[src/rtl/mode1_max_accum_pkg.sv]
// Shared widths, compare configuration and FSM encoding for the max-reduction stage.
package mode1_max_accum_pkg;

  localparam int unsigned DATAWIDTH       = 16;
  localparam int unsigned MANTISSA        = 10;
  localparam int unsigned EXPONENT        = 5;
  localparam int unsigned IEEE_COMPLIANCE = 0;

  typedef enum logic [1:0] {
    MAXST_IDLE  = 2'd0,
    MAXST_ACCUM = 2'd1,
    MAXST_DRAIN = 2'd2,
    MAXST_DONE  = 2'd3
  } maxst_t;

endpackage

[src/rtl/mode1_max_accum_fp_max2.sv]
// Combinational fp max of two operands; ties (including +0 vs -0) return operand a.
// With IEEE_COMPLIANCE=0 denormals compare as zero, matching the fp compare macro.
module mode1_max_accum_fp_max2
  import mode1_max_accum_pkg::*;
#(
  parameter int unsigned MAN_W = MANTISSA,
  parameter int unsigned EXP_W = EXPONENT,
  parameter int unsigned IEEE  = IEEE_COMPLIANCE
) (
  input  logic [MAN_W+EXP_W:0] a,
  input  logic [MAN_W+EXP_W:0] b,
  output logic [MAN_W+EXP_W:0] max_c
);

  localparam int unsigned W = MAN_W + EXP_W + 1;

  logic [W-2:0] mag_a;
  logic [W-2:0] mag_b;
  logic         a_zero;
  logic         b_zero;
  logic         a_neg;
  logic         b_neg;
  logic         b_gt;

  // Sign/magnitude ordering with zero classes folded so that signed zeros tie.
  always_comb begin
    mag_a = a[W-2:0];
    mag_b = b[W-2:0];
    if (IEEE == 0) begin
      a_zero = (a[W-2:MAN_W] == '0);
      b_zero = (b[W-2:MAN_W] == '0);
    end else begin
      a_zero = (mag_a == '0);
      b_zero = (mag_b == '0);
    end
    a_neg = a[W-1] & ~a_zero;
    b_neg = b[W-1] & ~b_zero;
    b_gt  = 1'b0;
    if (a_zero && b_zero) begin
      b_gt = 1'b0;
    end else if (a_neg != b_neg) begin
      b_gt = a_neg;
    end else if (!a_neg) begin
      b_gt = (mag_b > mag_a);
    end else begin
      b_gt = (mag_b < mag_a);
    end
    max_c = b_gt ? b : a;
  end

endmodule

[src/rtl/mode1_max_accum.sv]
// Streaming max reduction: two fp16 lanes per beat, pair-compare stage then running-max stage.
// The final maximum is held on max_out with max_valid high until the next start or reset.
module mode1_max_accum
  import mode1_max_accum_pkg::*;
#(
  parameter int unsigned CNT_WIDTH = 8
) (
  input  logic                 clk,
  input  logic                 reset,
  input  logic                 start,
  input  logic                 in_valid,
  input  logic                 in_last,
  input  logic [DATAWIDTH-1:0] inp0,
  input  logic [DATAWIDTH-1:0] inp1,
  output logic                 in_ready,
  output logic [DATAWIDTH-1:0] max_out,
  output logic                 max_valid,
  output logic [CNT_WIDTH-1:0] beat_cnt,
  output logic                 cnt_ovf
);

  maxst_t               state;
  maxst_t               next_state;
  logic                 drain_cnt;
  logic                 accept_c;
  logic                 v1;
  logic                 last1;
  logic                 first;
  logic [DATAWIDTH-1:0] pmax;
  logic [DATAWIDTH-1:0] pair_max_c;
  logic [DATAWIDTH-1:0] acc_max_c;

  mode1_max_accum_fp_max2 u_pair_max (
    .a     (inp0),
    .b     (inp1),
    .max_c (pair_max_c)
  );

  mode1_max_accum_fp_max2 u_acc_max (
    .a     (max_out),
    .b     (pmax),
    .max_c (acc_max_c)
  );

  // A start cycle never accepts a beat: the vector it would belong to is being discarded.
  always_comb begin
    accept_c = in_valid & in_ready & ~start;
  end

  // Next-state logic; start restarts from any state.
  always_comb begin
    next_state = state;
    unique case (state)
      MAXST_IDLE:  next_state = MAXST_IDLE;
      MAXST_ACCUM: if (accept_c && in_last) next_state = MAXST_DRAIN;
      MAXST_DRAIN: if (drain_cnt) next_state = MAXST_DONE;
      MAXST_DONE:  next_state = MAXST_DONE;
    endcase
    if (start) next_state = MAXST_ACCUM;
  end

  // State register.
  always_ff @(posedge clk) begin
    if (reset) state <= MAXST_IDLE;
    else       state <= next_state;
  end

  // Registered ready and two-cycle drain timer.
  always_ff @(posedge clk) begin
    if (reset) begin
      in_ready  <= 1'b0;
      drain_cnt <= 1'b0;
    end else begin
      in_ready  <= (next_state == MAXST_ACCUM);
      drain_cnt <= (state == MAXST_DRAIN) && (next_state == MAXST_DRAIN);
    end
  end

  // Saturating beat counter with sticky overflow flag.
  always_ff @(posedge clk) begin
    if (reset || start) begin
      beat_cnt <= '0;
      cnt_ovf  <= 1'b0;
    end else if (accept_c) begin
      if (&beat_cnt) cnt_ovf  <= 1'b1;
      else           beat_cnt <= beat_cnt + CNT_WIDTH'(1);
    end
  end

  // Stage 1: pair max with valid/last tags.
  always_ff @(posedge clk) begin
    if (reset) begin
      v1    <= 1'b0;
      last1 <= 1'b0;
      pmax  <= '0;
    end else begin
      v1    <= accept_c;
      last1 <= in_last;
      if (accept_c) pmax <= pair_max_c;
    end
  end

  // Stage 2: the first beat loads the running max directly, later beats keep the larger value.
  always_ff @(posedge clk) begin
    if (reset) begin
      max_out   <= '0;
      max_valid <= 1'b0;
      first     <= 1'b0;
    end else if (start) begin
      max_valid <= 1'b0;
      first     <= 1'b1;
    end else if (v1) begin
      max_out   <= first ? pmax : acc_max_c;
      first     <= 1'b0;
      max_valid <= last1;
    end
  end

endmodule
[config.mk]
export PLATFORM = sky130hd
export DESIGN_NAME = mode1_max_accum
export DESIGN_NICKNAME = d
export VERILOG_FILES = /design/src/rtl/mode1_max_accum_pkg.sv /design/src/rtl/mode1_max_accum_fp_max2.sv /design/src/rtl/mode1_max_accum.sv
export SDC_FILE = /design/constraint.sdc
export NUM_CORES = 1
export LEC_CHECK = 0
export CAP_MARGIN = 10
export CORE_MARGIN = 4
export CORE_UTILIZATION = 55
export DETAILED_ROUTE_END_ITERATION = 10
export DONT_BUFFER_PORTS = 1
export GPL_ROUTABILITY_DRIVEN = 0
export PLACE_DENSITY = 0.79
export SYNTH_ARGS = -nofsm -noshare
export SYNTH_HDL_FRONTEND = slang
export SYNTH_SLANG_ARGS = --single-unit
[constraint.sdc]
create_clock -name clk -period 2.84 [get_ports clk]
set_input_delay 0.568 -clock clk [delete_from_list [all_inputs] [get_ports clk]]
set_output_delay 0.568 -clock clk [all_outputs]
set_load 0.05 [all_outputs]
==> metrics.md <==
| Metric | Value |
|---|---|
| Critical Path End Type | flop |
| Final Cell Area | 0.00332 sq mm |
| Std-Cell Rows | 26 |
| Share of cells above drive strength 1 | 10.2% |
| Worst Skew | 0.00442 ns |
| Top delay family on crit path | compound AO/OA/AOI/OAI gates |
| Peak fanout along the critical path | 8 |
| Worst reg2reg startpoint | max_out[10]$_SDFFE_PP0P_ |
| Top_reg_cell synth | dfxtp_1 |
| CP Data Arrival Time | 2.77 ns |
| Pre-antenna DRT Iters | 4 |
| WL/cell | 16.0 um |
| Maximum VDD drop | 0.274 mV |
| Top-area cell type share of the netlist area | 32.4% |
| Largest cells by area after synthesis | dfxtp_1 32%, ha_1 13%, nand2b_1 6.8%, mux2i_1 6.0%, inv_1 4.1% |
| Crit-path cells | inv_1 > ha_1 > a21oi_1 > o21ai_0 > a221oi_1 > a211oi_1 > a311oi_4 > buf_4 > mux2i_1 |
| Core area | 0.00520 sq mm |
| Status | finished, final reports clean |
| Die H | 82.2 um |
| Critical path data required time | 3.07 ns |
| Mapped cell area | 0.00303 sq mm |
| Starting density of the core | 58.1% |
| Reg clk slew, reported paths | 0.09 ns |
| CTS tree | done |
| First-pass GRT wire length | 11500 um |
| Relative max-transition margin | 56.7% |
| Sequential cell area | 981 sq um |
| Initial DRC count | 123 |
| Multi-input gate area | 0.00184 sq mm |
| WHS Path Cells | 1 |
| Multiplexer area fraction after synthesis | 5.95% |
| Die area | 0.00675 sq mm |
| Post-CTS Hold Buffers | 0 |
| Async S/R FF share, synth | 0% |
| Unique masters post-synth | 44 |
| P_leak | 1.26 nW |
| Drt total wl | 7050 um |
| RSZ-0062 raised after global routing | no |
| Post-synthesis xor/xnor area fraction | 1.45% |
| Syn nets | 426 |
| Post-synth EDFFs | 0 |
| Register area share after synthesis | 32.4% |
| Crit Path Category | reg -> reg |
| Clock sink count | 49 |
| Final Setup Violations | 0 |
| Seq cells post-synth | 49 |
| RR Endpoint | max_out[12]$_SDFFE_PP0P_ |
| # nets final | 439 |
| Clock Path Buffers | 2 |
| Most frequent cells after synthesis | 49 x dfxtp_1, 33 x inv_1, 33 x nand2b_1, 33 x nor2_1, 31 x ha_1 |
| Pwr dens | 434 mW/mm^2 |
| Largest family of logic cells by synthesized area | simple AND/OR/NAND/NOR gates |
| Slowest stage delay, CP | 0.45 ns |
| Crit path buf inv count | 2 |
| Crit share post-route | 89.3% |
| Synth warn | 0 |
| Post-Syn Instances | 358 |
| DR vias/cell | 5.86 |
| Number of antenna diodes | 0 |
| Worst Setup Start Kind | flop |
| Post-Synth Simple-Gate Area | 21.4% |
| Skew-Pair Late Insertion Delay | 0.30 ns |
| Slowest CP cell | a221oi_1 |
| Final setup TNS | 0 ns |
| Largest net degree at the start of global routing | 55 |
| Aggregate global routing overflow | 0 |
| Setup bufs post-CTS | 0 |
| Hold Path End | in_ready$_SDFF_PP0_ |
| Initial antenna violation count | 0 |
| Count leader, synth | dfxtp_1 |
| Slew Viols, Final | 0 |
| R2r setup slk | 0.30 ns |
| Post-Synth Adder-Cell Area | 12.8% |
| Port Buffers | 0 |
| Fillers | 459 |
| Dpl hpwl | 5620 um |
| Max H-tree Level | 2 |
| Worst-Margin Slew | 0.648 ns |
| Detail Route Antenna Nets | 0 |
| Min-delay src | reset |
| Fmax | 394 MHz |
| Hold Fails Final Rpt | 0 |
| Clock Root Buffer | clkbuf_8 |
| Hold_ws | 0.336 ns |
| Synthesis-to-layout area growth | 9.55% |
| Min cycle time layout | 2.54 ns |
| Number of max-cap violations | 0 |
| Compound-Gate Fraction of Synth Area | 19.3% |
| Gr usage total | 21.8% |
| Cell taking the most area after synthesis | dfxtp_1 |
| Syn avg cell area | 8.45 sq um |
| Top Ports | 64 |
| Vias | 2589 |
| Vias in the first global route | 2477 |
| Cts repair resizes | 0 |
| Die Wd | 82.2 um |
| Post-DP Area | 0.00320 sq mm |
| Hold Path Class | in -> reg |
| Worst reg2reg path depth | 9 |
| # DRC | 0 |
| CTS buffer count | 5 |
[metal layers]
layer	vias to the layer above	track usage, %	wire, um
met1	1197	27.5	3060
met2	78	36.5	3360
met5	-	0	0
li1	1300	-	-
met4	0	7.64	145
met3	14	4.77	488
[kinds of logic after synthesis]
kind of cell,count (synthesis)
AND/OR/NAND/NOR,123
AO/OA/AOI/OAI,83
buffers and inverters,49
flip-flops,49
adder cells (fa/ha/maj),31
multiplexers,18
XOR/XNOR,5
[power by group]
| part | switching (mW) | internal [mW] |
|---|---|---|
| combinational | 0.125 | 0.0928 |
| sequential | 0.0161 | 0.702 |
| clock | 0.241 | 0.264 |
[worst register-to-register path, cell delays in order (launching register included)]
cell      delay, ns
dfxtp_1        0.34
inv_1          0.05
ha_1           0.31
a21oi_1        0.13
o21ai_0        0.13
a221oi_1       0.45
a211oi_1       0.18
a311oi_4       0.39
buf_4          0.28
mux2i_1        0.21
[final cells by class]
class                   count  share of cell area [%]
well taps                  70                    2.64
clock buffers               5                    2.08
inverters                  33                    3.74
clock inverters             3                    1.40
repair buffers             22                    4.98
flip-flops and latches     49                    29.6
multi-input cells         260                    55.6
[cell usage in the layout (no fill, tap or decap), types with 2 or more instances in the layout]
| master | instances |
|---|---|
| a211oi_1 | 5 |
| a21oi_1 | 18 |
| a311oi_1 | 13 |
| a31oi_1 | 5 |
| and3_1 | 4 |
| buf_4 | 22 |
| clkbuf_8 | 5 |
| dfxtp_1 | 49 |
| ha_1 | 31 |
| inv_1 | 33 |
| mux2i_1 | 18 |
| nand2_1 | 11 |
| nand2b_1 | 33 |
| nand3_1 | 19 |
| nand3b_1 | 2 |
| nand4_1 | 8 |
| nor2_1 | 33 |
| nor4_1 | 3 |
| o21a_1 | 2 |
| o21ai_0 | 15 |
| o21ai_1 | 12 |
| o31ai_1 | 2 |
| or3_1 | 2 |
| or4_1 | 3 |
| xor2_1 | 4 |
[registers in the layout, indices dropped and copies added (netlist names)]
| signal | cells |
|---|---|
| cnt_ovf | 1 |
| max_valid | 1 |
| state | 2 |
| drain_cnt | 1 |
| v1 | 1 |
| max_out | 16 |
| last1 | 1 |
| first | 1 |
| beat_cnt | 8 |
| pmax | 16 |
| in_ready | 1 |
[worst max-delay path by stage]
stage                                         from                        to  slack [ns]  depth (start not counted)
after floorplan           max_out[13]$_SDFFE_PP0P_  max_out[10]$_SDFFE_PP0P_        0.16                          9
after global placement                     inp0[4]      pmax[4]$_SDFFE_PP0P_        0.39                          8
after detailed placement                   inp0[4]      pmax[5]$_SDFFE_PP0P_        0.27                          8
after CTS                 max_out[10]$_SDFFE_PP0P_  max_out[12]$_SDFFE_PP0P_        0.29                          9
after global routing      max_out[10]$_SDFFE_PP0P_   max_out[7]$_SDFFE_PP0P_        0.11                          9
final                     max_out[10]$_SDFFE_PP0P_  max_out[12]$_SDFFE_PP0P_        0.30                          9
[through the flow]
step	utilization [%]	worst slack [ns]	power, mW	cells
2_1_floorplan	-	0.159	0.917	358
3_3_place_gp	61.5	0.388	0.940	434
3_5_place_dp	61.5	0.272	0.951	434
4_1_cts	63.7	0.286	1.45	442
5_1_grt	63.7	0.114	1.51	442
6_report	63.7	0.305	1.44	442
Note: power is estimated with default switching activity, not from simulation.
